### config.mk
export PLATFORM = sky130hd
export DESIGN_NAME = uart_fifo_ctl
export DESIGN_NICKNAME = d
export VERILOG_FILES = /design/src/rtl/uart_fifo_pkg.sv /design/src/rtl/uart_fifo_ram.sv /design/src/rtl/uart_fifo_ctl.sv
export SDC_FILE = /design/constraint.sdc
export NUM_CORES = 1
export LEC_CHECK = 0
export CAP_MARGIN = 10
export CORE_ASPECT_RATIO = 0.75
export CORE_MARGIN = 5
export CORE_UTILIZATION = 35
export CTS_BUF_LIST = sky130_fd_sc_hd__clkbuf_4 sky130_fd_sc_hd__clkbuf_8
export DETAILED_ROUTE_END_ITERATION = 10
export GPL_ROUTABILITY_DRIVEN = 1
export PLACE_DENSITY = 0.62
export SYNTH_ARGS = -nofsm -noshare
export SYNTH_HDL_FRONTEND = slang
export SYNTH_SLANG_ARGS = --single-unit
### constraint.sdc
create_clock -name clk -period 4.7 [get_ports clk]
set_input_delay 0.705 -clock clk [delete_from_list [all_inputs] [get_ports clk]]
set_output_delay 0.705 -clock clk [all_outputs]
set_load 0.02 [all_outputs]
### src/rtl/uart_fifo_pkg.sv
// uart_fifo_pkg: shared constants, count-width helper and flag bundle for the UART FIFOs
package uart_fifo_pkg;
  localparam int UART_DATA_W = 8;
  localparam int UART_FIFO_DEPTH = 16;
  function automatic int cnt_w(input int depth);
    return $clog2(depth + 1);
  endfunction
  typedef struct packed {
    logic full;
    logic empty;
    logic almost_full;
    logic almost_empty;
    logic trig;
    logic overflow;
    logic underflow;
  } uart_fifo_flags_t;
endpackage

### src/rtl/uart_fifo_ram.sv
// uart_fifo_ram: simple dual-port array, synchronous write and asynchronous read
module uart_fifo_ram #(
  parameter int DATA_W = 8,
  parameter int DEPTH = 16,
  parameter int AW = 4
) (
  input  logic              clk,
  input  logic              we,
  input  logic [AW-1:0]     waddr,
  input  logic [DATA_W-1:0] wdata,
  input  logic [AW-1:0]     raddr,
  output logic [DATA_W-1:0] rdata
);
  logic [DATA_W-1:0] mem [DEPTH];
  always_ff @(posedge clk) begin
    if (we) mem[waddr] <= wdata;
  end
  assign rdata = mem[raddr];
endmodule

### src/rtl/uart_fifo_ctl.sv
// uart_fifo_ctl: parametrised UART byte FIFO with level flags, flush and sticky errors
module uart_fifo_ctl
  import uart_fifo_pkg::*;
#(
  parameter int DATA_W = UART_DATA_W,
  parameter int DEPTH = UART_FIFO_DEPTH,
  parameter int FWFT = 0,
  parameter int AF_MARGIN = 2,
  parameter int AE_MARGIN = 2,
  localparam int CW = cnt_w(DEPTH),
  localparam int AW = $clog2(DEPTH)
) (
  input  logic              clk,
  input  logic              rst,
  input  logic              flush,
  input  logic              wr_en,
  input  logic [DATA_W-1:0] wr_data,
  input  logic              rd_en,
  output logic [DATA_W-1:0] rd_data,
  output logic              rd_valid,
  output logic [CW-1:0]     count,
  input  logic [CW-1:0]     trig_lvl,
  output logic              trig,
  output logic              full,
  output logic              empty,
  output logic              almost_full,
  output logic              almost_empty,
  output logic              overflow,
  output logic              underflow,
  input  logic              clr_err
);
  logic [AW-1:0] wr_ptr_q, wr_ptr_d, rd_ptr_q, rd_ptr_d;
  logic [CW-1:0] count_q, count_d;
  logic [DATA_W-1:0] rd_data_q, rd_data_d, ram_rdata;
  logic rd_valid_q, rd_valid_d, ovf_q, ovf_d, unf_q, unf_d;
  logic rd_ok, wr_ok, rd_acc, wr_acc;
  uart_fifo_flags_t flags;
  function automatic logic [AW-1:0] nxt(input logic [AW-1:0] p);
    return (p == AW'(DEPTH - 1)) ? '0 : p + 1'b1;
  endfunction
  always_comb begin
    flags.full = count_q == CW'(DEPTH);
    flags.empty = count_q == '0;
    flags.almost_full = int'(count_q) >= DEPTH - AF_MARGIN;
    flags.almost_empty = int'(count_q) <= AE_MARGIN;
    flags.trig = (trig_lvl != '0) && (count_q >= trig_lvl);
    flags.overflow = ovf_q;
    flags.underflow = unf_q;
  end
  always_comb begin
    rd_ok = rd_en & ~flags.empty;
    wr_ok = wr_en & (~flags.full | rd_ok);
    rd_acc = rd_ok & ~flush;
    wr_acc = wr_ok & ~flush;
    wr_ptr_d = flush ? '0 : wr_acc ? nxt(wr_ptr_q) : wr_ptr_q;
    rd_ptr_d = flush ? '0 : rd_acc ? nxt(rd_ptr_q) : rd_ptr_q;
    count_d = flush ? '0 : count_q + CW'(wr_acc) - CW'(rd_acc);
    rd_data_d = rd_acc ? ram_rdata : rd_data_q;
    rd_valid_d = rd_acc;
    ovf_d = (~flush & wr_en & ~wr_ok) | (ovf_q & ~clr_err);
    unf_d = (~flush & rd_en & flags.empty) | (unf_q & ~clr_err);
  end
  always_ff @(posedge clk or posedge rst) begin
    if (rst) begin
      wr_ptr_q <= '0;
      rd_ptr_q <= '0;
      count_q <= '0;
      rd_data_q <= '0;
      rd_valid_q <= 1'b0;
      ovf_q <= 1'b0;
      unf_q <= 1'b0;
    end else begin
      wr_ptr_q <= wr_ptr_d;
      rd_ptr_q <= rd_ptr_d;
      count_q <= count_d;
      rd_data_q <= rd_data_d;
      rd_valid_q <= rd_valid_d;
      ovf_q <= ovf_d;
      unf_q <= unf_d;
    end
  end
  uart_fifo_ram #(.DATA_W(DATA_W), .DEPTH(DEPTH), .AW(AW)) u_ram (
    .clk(clk),
    .we(wr_acc),
    .waddr(wr_ptr_q),
    .wdata(wr_data),
    .raddr(rd_ptr_q),
    .rdata(ram_rdata)
  );
  assign rd_data = (FWFT != 0) ? ram_rdata : rd_data_q;
  assign rd_valid = (FWFT != 0) ? ~flags.empty : rd_valid_q;
  assign count = count_q;
  assign trig = flags.trig;
  assign full = flags.full;
  assign empty = flags.empty;
  assign almost_full = flags.almost_full;
  assign almost_empty = flags.almost_empty;
  assign overflow = flags.overflow;
  assign underflow = flags.underflow;
endmodule

-- Word level (Yosys, flattened, before mapping)
Memories as Yosys holds them, arrays and structs flattened. A register that Yosys moved wholly into a read port is not among the register bits.
Cells that the tools add are included.
- input port bits: 19
- output and inout port bits: 21
- RAM bits: 128
- memories: 1
- flip-flop bits (word level): 16
- logic and storage cells: 49
- add/subtract/negate cells: 4
- equality and inequality tests: 3
- magnitude comparators: 3
- bitwise operators: 18
- multiplexer cells: 9
- reductions and logical operators: 5
- memory list (name ; words ; bits a word ; rd ports ; clocked after Yosys merged registers in ; write ports ; RTL line ; text):
    u_ram.mem ; 16 ; 8 ; 1 ; 1 ; 1 ; uart_fifo_ram.sv:14 ; logic [DATA_W-1:0] mem [DEPTH];
- operators by type and width (cell ; number):
    4-bit two-way mux ; 6
    1-bit bitwise AND ; 10
    4-bit by 1-bit adder with 4-bit output, second input constant ; 2
    4-bit equality test, second input constant ; 2
    5-bit by 1-bit adder with 5-bit output ; 1
    5-bit equality test, second input constant ; 1
    5-bit by 4-bit greater-or-equal comparator with 1-bit output, second input constant ; 1
    5-bit greater-or-equal comparator ; 1
    5-bit by 2-bit less-or-equal comparator with 1-bit output, second input constant ; 1
    5-bit zero test ; 1
    5-bit two-way mux ; 1
    1-bit inverter ; 5
    5-bit nonzero test ; 1
    5-bit by 1-bit subtractor with 5-bit output ; 1
    2-bit nonzero test ; 2
    1-bit bitwise OR ; 3
    1-bit two-way mux ; 2
    1-bit logical AND ; 1

-- Longest topological paths before layout
- depth in word-level cells: 9
- mapped depth: 16
- gate-level depth less buffers: 16

-- Cells and area by module
Synthesis repeated with hierarchy kept, for this count alone.
- cells, all modules: 358
- area total of the unflattened synthesis: 6432.4 um^2
- modules (own cells, without submodules) (module ; cells each ; sequential area each (um^2) ; area each (um^2) ; instances):
    uart_fifo_ram ; 221 ; 3843.7 ; 4987.3 ; 1
    uart_fifo_ctl ; 137 ; 600.6 ; 1445.1 ; 1

-- Least setup slack after synthesis
Ideal clock, no wire load.
- path type: reg2reg
- from: register count_q[2], in the netlist count[2]
- to: register count_q[4], in the netlist count[4]
- buffers on the path: 1
- period minus slack after synthesis: 2.876 ns
- stages on the path, launching flop included: 17
- path slack: 1.824 ns
- library setup time: 0.136 ns
- arrival time: 2.740 ns
- cells stage by stage: dfrtp_1 -> inv_1 -> ha_1 -> or4b_1 -> buf_6 -> nand2b_4 -> inv_2 -> ha_1 -> inv_1 -> ha_1 -> inv_1 -> fa_1 -> nor2_1 -> nor2_1 -> nor2_1 -> or3_1 -> a21oi_1
- RTL lines (what ; RTL line ; text):
    start, declared ; uart_fifo_ctl.sv:33 ; logic [CW-1:0] count_q, count_d;
    start signal, assigned ; uart_fifo_ctl.sv:75 ; count_q <= count_d;
    5-bit zero test ; uart_fifo_ctl.sv:43 ; flags.empty = count_q == '0;
    1-bit inverter ; - ;
    1-bit bitwise AND ; uart_fifo_ctl.sv:51 ; rd_ok = rd_en & ~flags.empty;
    1-bit bitwise AND ; uart_fifo_ctl.sv:53 ; rd_acc = rd_ok & ~flush;
    via rd_acc ; uart_fifo_ctl.sv:36 ; logic rd_ok, wr_ok, rd_acc, wr_acc;
    5-bit by 1-bit subtractor with 5-bit output ; uart_fifo_ctl.sv:57 ; count_d = flush ? '0 : count_q + CW'(wr_acc) - CW'(rd_acc);
    5-bit two-way mux ; uart_fifo_ctl.sv:57 ;
    via count_d[4] ; uart_fifo_ctl.sv:33 ;
The timed path passes the listed nets, and every way through them passes these cells.
A chain may end at the register's enable or synchronous reset.

-- Worst setup path after layout
- from: register count_q[2], in the netlist count[2]
- to: register count_q[4], in the netlist count[4]
- longest elaborated chain between the ends: 9
- RTL lines (what ; RTL line ; text):
    5-bit zero test ; uart_fifo_ctl.sv:43 ;
    1-bit inverter ; - ;
    1-bit bitwise AND ; uart_fifo_ctl.sv:51 ;
    1-bit bitwise OR ; uart_fifo_ctl.sv:52 ; wr_ok = wr_en & (~flags.full | rd_ok);
    1-bit bitwise AND ; uart_fifo_ctl.sv:52 ;
    1-bit bitwise AND ; uart_fifo_ctl.sv:54 ; wr_acc = wr_ok & ~flush;
    5-bit by 1-bit adder with 5-bit output ; uart_fifo_ctl.sv:57 ;
    5-bit by 1-bit subtractor with 5-bit output (*) ; uart_fifo_ctl.sv:57 ;
    5-bit two-way mux (*) ; uart_fifo_ctl.sv:57 ;
    via count_d[4] ; uart_fifo_ctl.sv:33 ;
Mark *: on every way through the listed nets, which the timed path passes. The rest lies on a longest branch.

==> run metrics <==
outcome=finished, final reports clean; largest family of logic cells by synthesized area=multiplexers; hold slack=about 0.53 ns; Area Overhead vs Synth=17.34%; Fin Setup TNS=0 ns; fmax=about 300 MHz; Core Util, Final=a little over two fifths; I/O Buffers=39; clk_skew=between 0.007 and 0.008 ns; row cnt=42; Yosys reg bits=152; largest net degree at the start of global routing=34; clk slew on worst S/H paths=about 0.080 ns; Tmin final=about 3.4 ns; RR Startpoint=count[2]$_DFF_PP0_; compound-cell area share of the yosys netlist=around 5.1%; H-tree depth=4; DR pass1 iterations=5; sequential share of the synthesized area=just under 70%; RSZ-0062 raised after global routing=no; Worst Reg-to-Reg Cells=16; first-pass GRT wire length=between 20000 and 25000 µm; DIE WIDTH=~170 µm; worst-path fanout max=8; layout cells sized above 1=14.51%; Antenna diodes=0; pwr/cell area=a little under 500 mW/mm²; Tightest Pin Transition=1.199 ns; Vias=between 3000 and 4000; Worst R2R Setup Slack=1.33 ns; routed length per placed instance=19.47 µm; Crit. Startpoint=count[2]$_DFF_PP0_; crit path kind=reg -> reg; Max-cap violations=0; IO Count=40; min-delay src=rd_data[0]$_DFFE_PP0P_; hold endpoint=rd_data[0]$_DFFE_PP0P_; buffer and inverter count on the worst path=4; Setup Fix Bufs, Post-CTS=0; Iter 0 DRT Violations=196; Critical R2R Capture=count[4]$_DFF_PP0_; Max Slew Vio Count=0; Synth Area in Simple Gates=approximately 6.5%; die footprint=between 0.02 and 0.025 mm²; Avg Cell Area, Syn=roughly 16 µm²; Mapped Cells=just under 400; vias in the first global route=around 3700; critical path launch point type=flop; total grt overflow=0; Pwr Total=3.663 mW; GPL Wtd Cong=around 0.8; clk buf depth=2; WHS Path Cells=2; Worst path depth=16; # DRC=0; post-synthesis xor/xnor area fraction=0.5449%; dpl hpwl=8925 µm; final setup violation count=0; cell breakdown of the critical path=inv_1, ha_1, nand4bb_1, o21ai_1, nor2_1, inv_1, ha_1, inv_1, ha_1, inv_1, fa_1, nor2_1, nor2_1, nor2_1, o21ai_0, a21oi_1; post-CTS sizing=0; CP endpoint kind=flop; clock sink count=about 150; Yosys warnings=0; core area=~0.018 mm²; Critical Path RT=5.06 ns; Global Route Usage Sum=13.21%; syn nets=between 400 and 500; mux cell area share after synthesis=11.36%; Cell variety after synth=42; clk_lat worst skew=approximately 0.44 ns; setup ws final=about 1.3 ns; ANT nets after route=0; worst vdd ir=0.4225 mV; Setup WS pre-CTS=about 1.1 ns; Final Hold Vio Count=0; Tcrit/Tclk final=a little under three quarters; CTS tree=built; Crit path max-delay family=adder cells; slew margin rel.=around a fifth; crit path max-delay cell type=o21ai_1; CP max stage delay=0.54 ns; Initial Util=between 30% and 40%; Post-Route WL=~14000 µm; total CTS buffers=17; Synth Area in Adders=~4.4%; initial antenna violation count=0; clock root buffer=clkbuf_8; Leakage=around 2.6 nW; Die Span Y=127.4 µm; Post-Syn Area=0.006430 mm²; Hold WC Path Type=reg -> reg; number of nets in the layout=about 480; Post-CTS Hold Fix Bufs=0; WP data arrival=3.73 ns; Fillers=between 1500 and 2000; Via-to-Cell Ratio=about 5.0
logic make-up after synthesis:
kind of cell             count (synthesis)
buffers and inverters                   39
AO/OA/AOI/OAI                           49
adder cells (fa/ha/maj)                 22
XOR/XNOR                                 4
flip-flops                             152
multiplexers                            47
AND/OR/NAND/NOR                         82
power by group:
part	switching, mW	leakage, nW	total (mW)	internal (mW)
registers	0.116	1.47	1.65	1.53
logic	0.436	0.883	0.838	0.402
clock network	0.475	0.231	1.18	0.702
final cells by class:
type	count	area [µm²]	area share [%]
Clock inverter	13	225.2	2.985
Clock buffer	19	255.2	3.383
Sequential cell	152	4446	58.92
Multi-Input combinational cell	204	1798	23.83
Tap cell	242	302.8	4.013
Inverter	22	82.58	1.095
Timing Repair Buffer	45	435.4	5.771
worst reg2reg max path, delay by kind of cell (launching register included):
family,cells,cell delay [ns]
adder cells (fa/ha/maj),4,0.96
flip-flops,1,0.48
buffers and inverters,4,0.37
AO/OA/AOI/OAI,3,0.82
AND/OR/NAND/NOR,5,0.66
registers in the layout (all words and copies together), names as in the netlist:
register   cells
count          5
rd_data        8
rd_valid       1
u_ram.mem    128
overflow       1
rd_ptr_q       4
wr_ptr_q       4
underflow      1
synth_stat cells (all sizes together):
cell type | count | area, µm²
nor2 | 30 | 115.1
edfxtp | 128 | 3844
xor2 | 1 | 8.760
a32oi | 6 | 52.55
mux2i | 25 | 250.2
inv | 22 | 82.58
and2 | 1 | 6.260
dfrtp | 24 | 600.6
nand3b | 3 | 22.52
nand2b | 5 | 38.78
mux4 | 20 | 457.9
or4b | 1 | 10.01
or3 | 2 | 12.51
nor2b | 5 | 31.28
a22oi | 18 | 135.1
fa | 1 | 20.02
nor3b | 1 | 12.51
clkbuf | 6 | 22.52
nand3 | 8 | 40.04
and3 | 3 | 23.77
nand2 | 16 | 60.06
nor3 | 4 | 20.02
ha | 21 | 262.8
o21ai | 7 | 35.03
xnor2 | 3 | 26.28
o22ai | 2 | 12.51
nand4bb | 1 | 11.26
a21oi | 14 | 77.58
mux2 | 2 | 22.52
buf | 11 | 82.57
a311oi | 2 | 17.52
or4 | 2 | 15.01
cells in the final DEF, fill, tap and decap left out, drive strengths merged, types with 14 or more instances in the layout:
cell type	n
clkbuf	19
mux2i	25
nor2	30
clkdlybuf4s50	39
ha	21
mux4	20
a21oi	14
nand2	16
a22oi	18
edfxtp	128
inv	22
dfrtp	24
per-stage QoR:
stage,std cells,area [µm²]
2_1_floorplan,395,6430
3_3_place_gp,665,7064
3_5_place_dp,665,7064
4_1_cts,697,7545
5_1_grt,697,7545
6_report,697,7545
routing by layer:
metal	vias to the layer above	track usage [%]	wire (µm)
met5	-	0	0
met1	1769	18.37	6470
met3	23	2.749	397
li1	1605	-	-
met2	68	20.38	6444
met4	0	5.580	257
how the worst max path moves through the flow:
stage | endpoint | slack, ns
2_1_floorplan | count[4]$_DFF_PP0_ | 1.82
3_3_place_gp | count[4]$_DFF_PP0_ | 1.31
3_5_place_dp | count[4]$_DFF_PP0_ | 1.12
4_1_cts | count[4]$_DFF_PP0_ | 1.36
5_1_grt | count[4]$_DFF_PP0_ | 1.13
6_report | count[4]$_DFF_PP0_ | 1.33
Note: power is estimated with default switching activity, not from simulation.
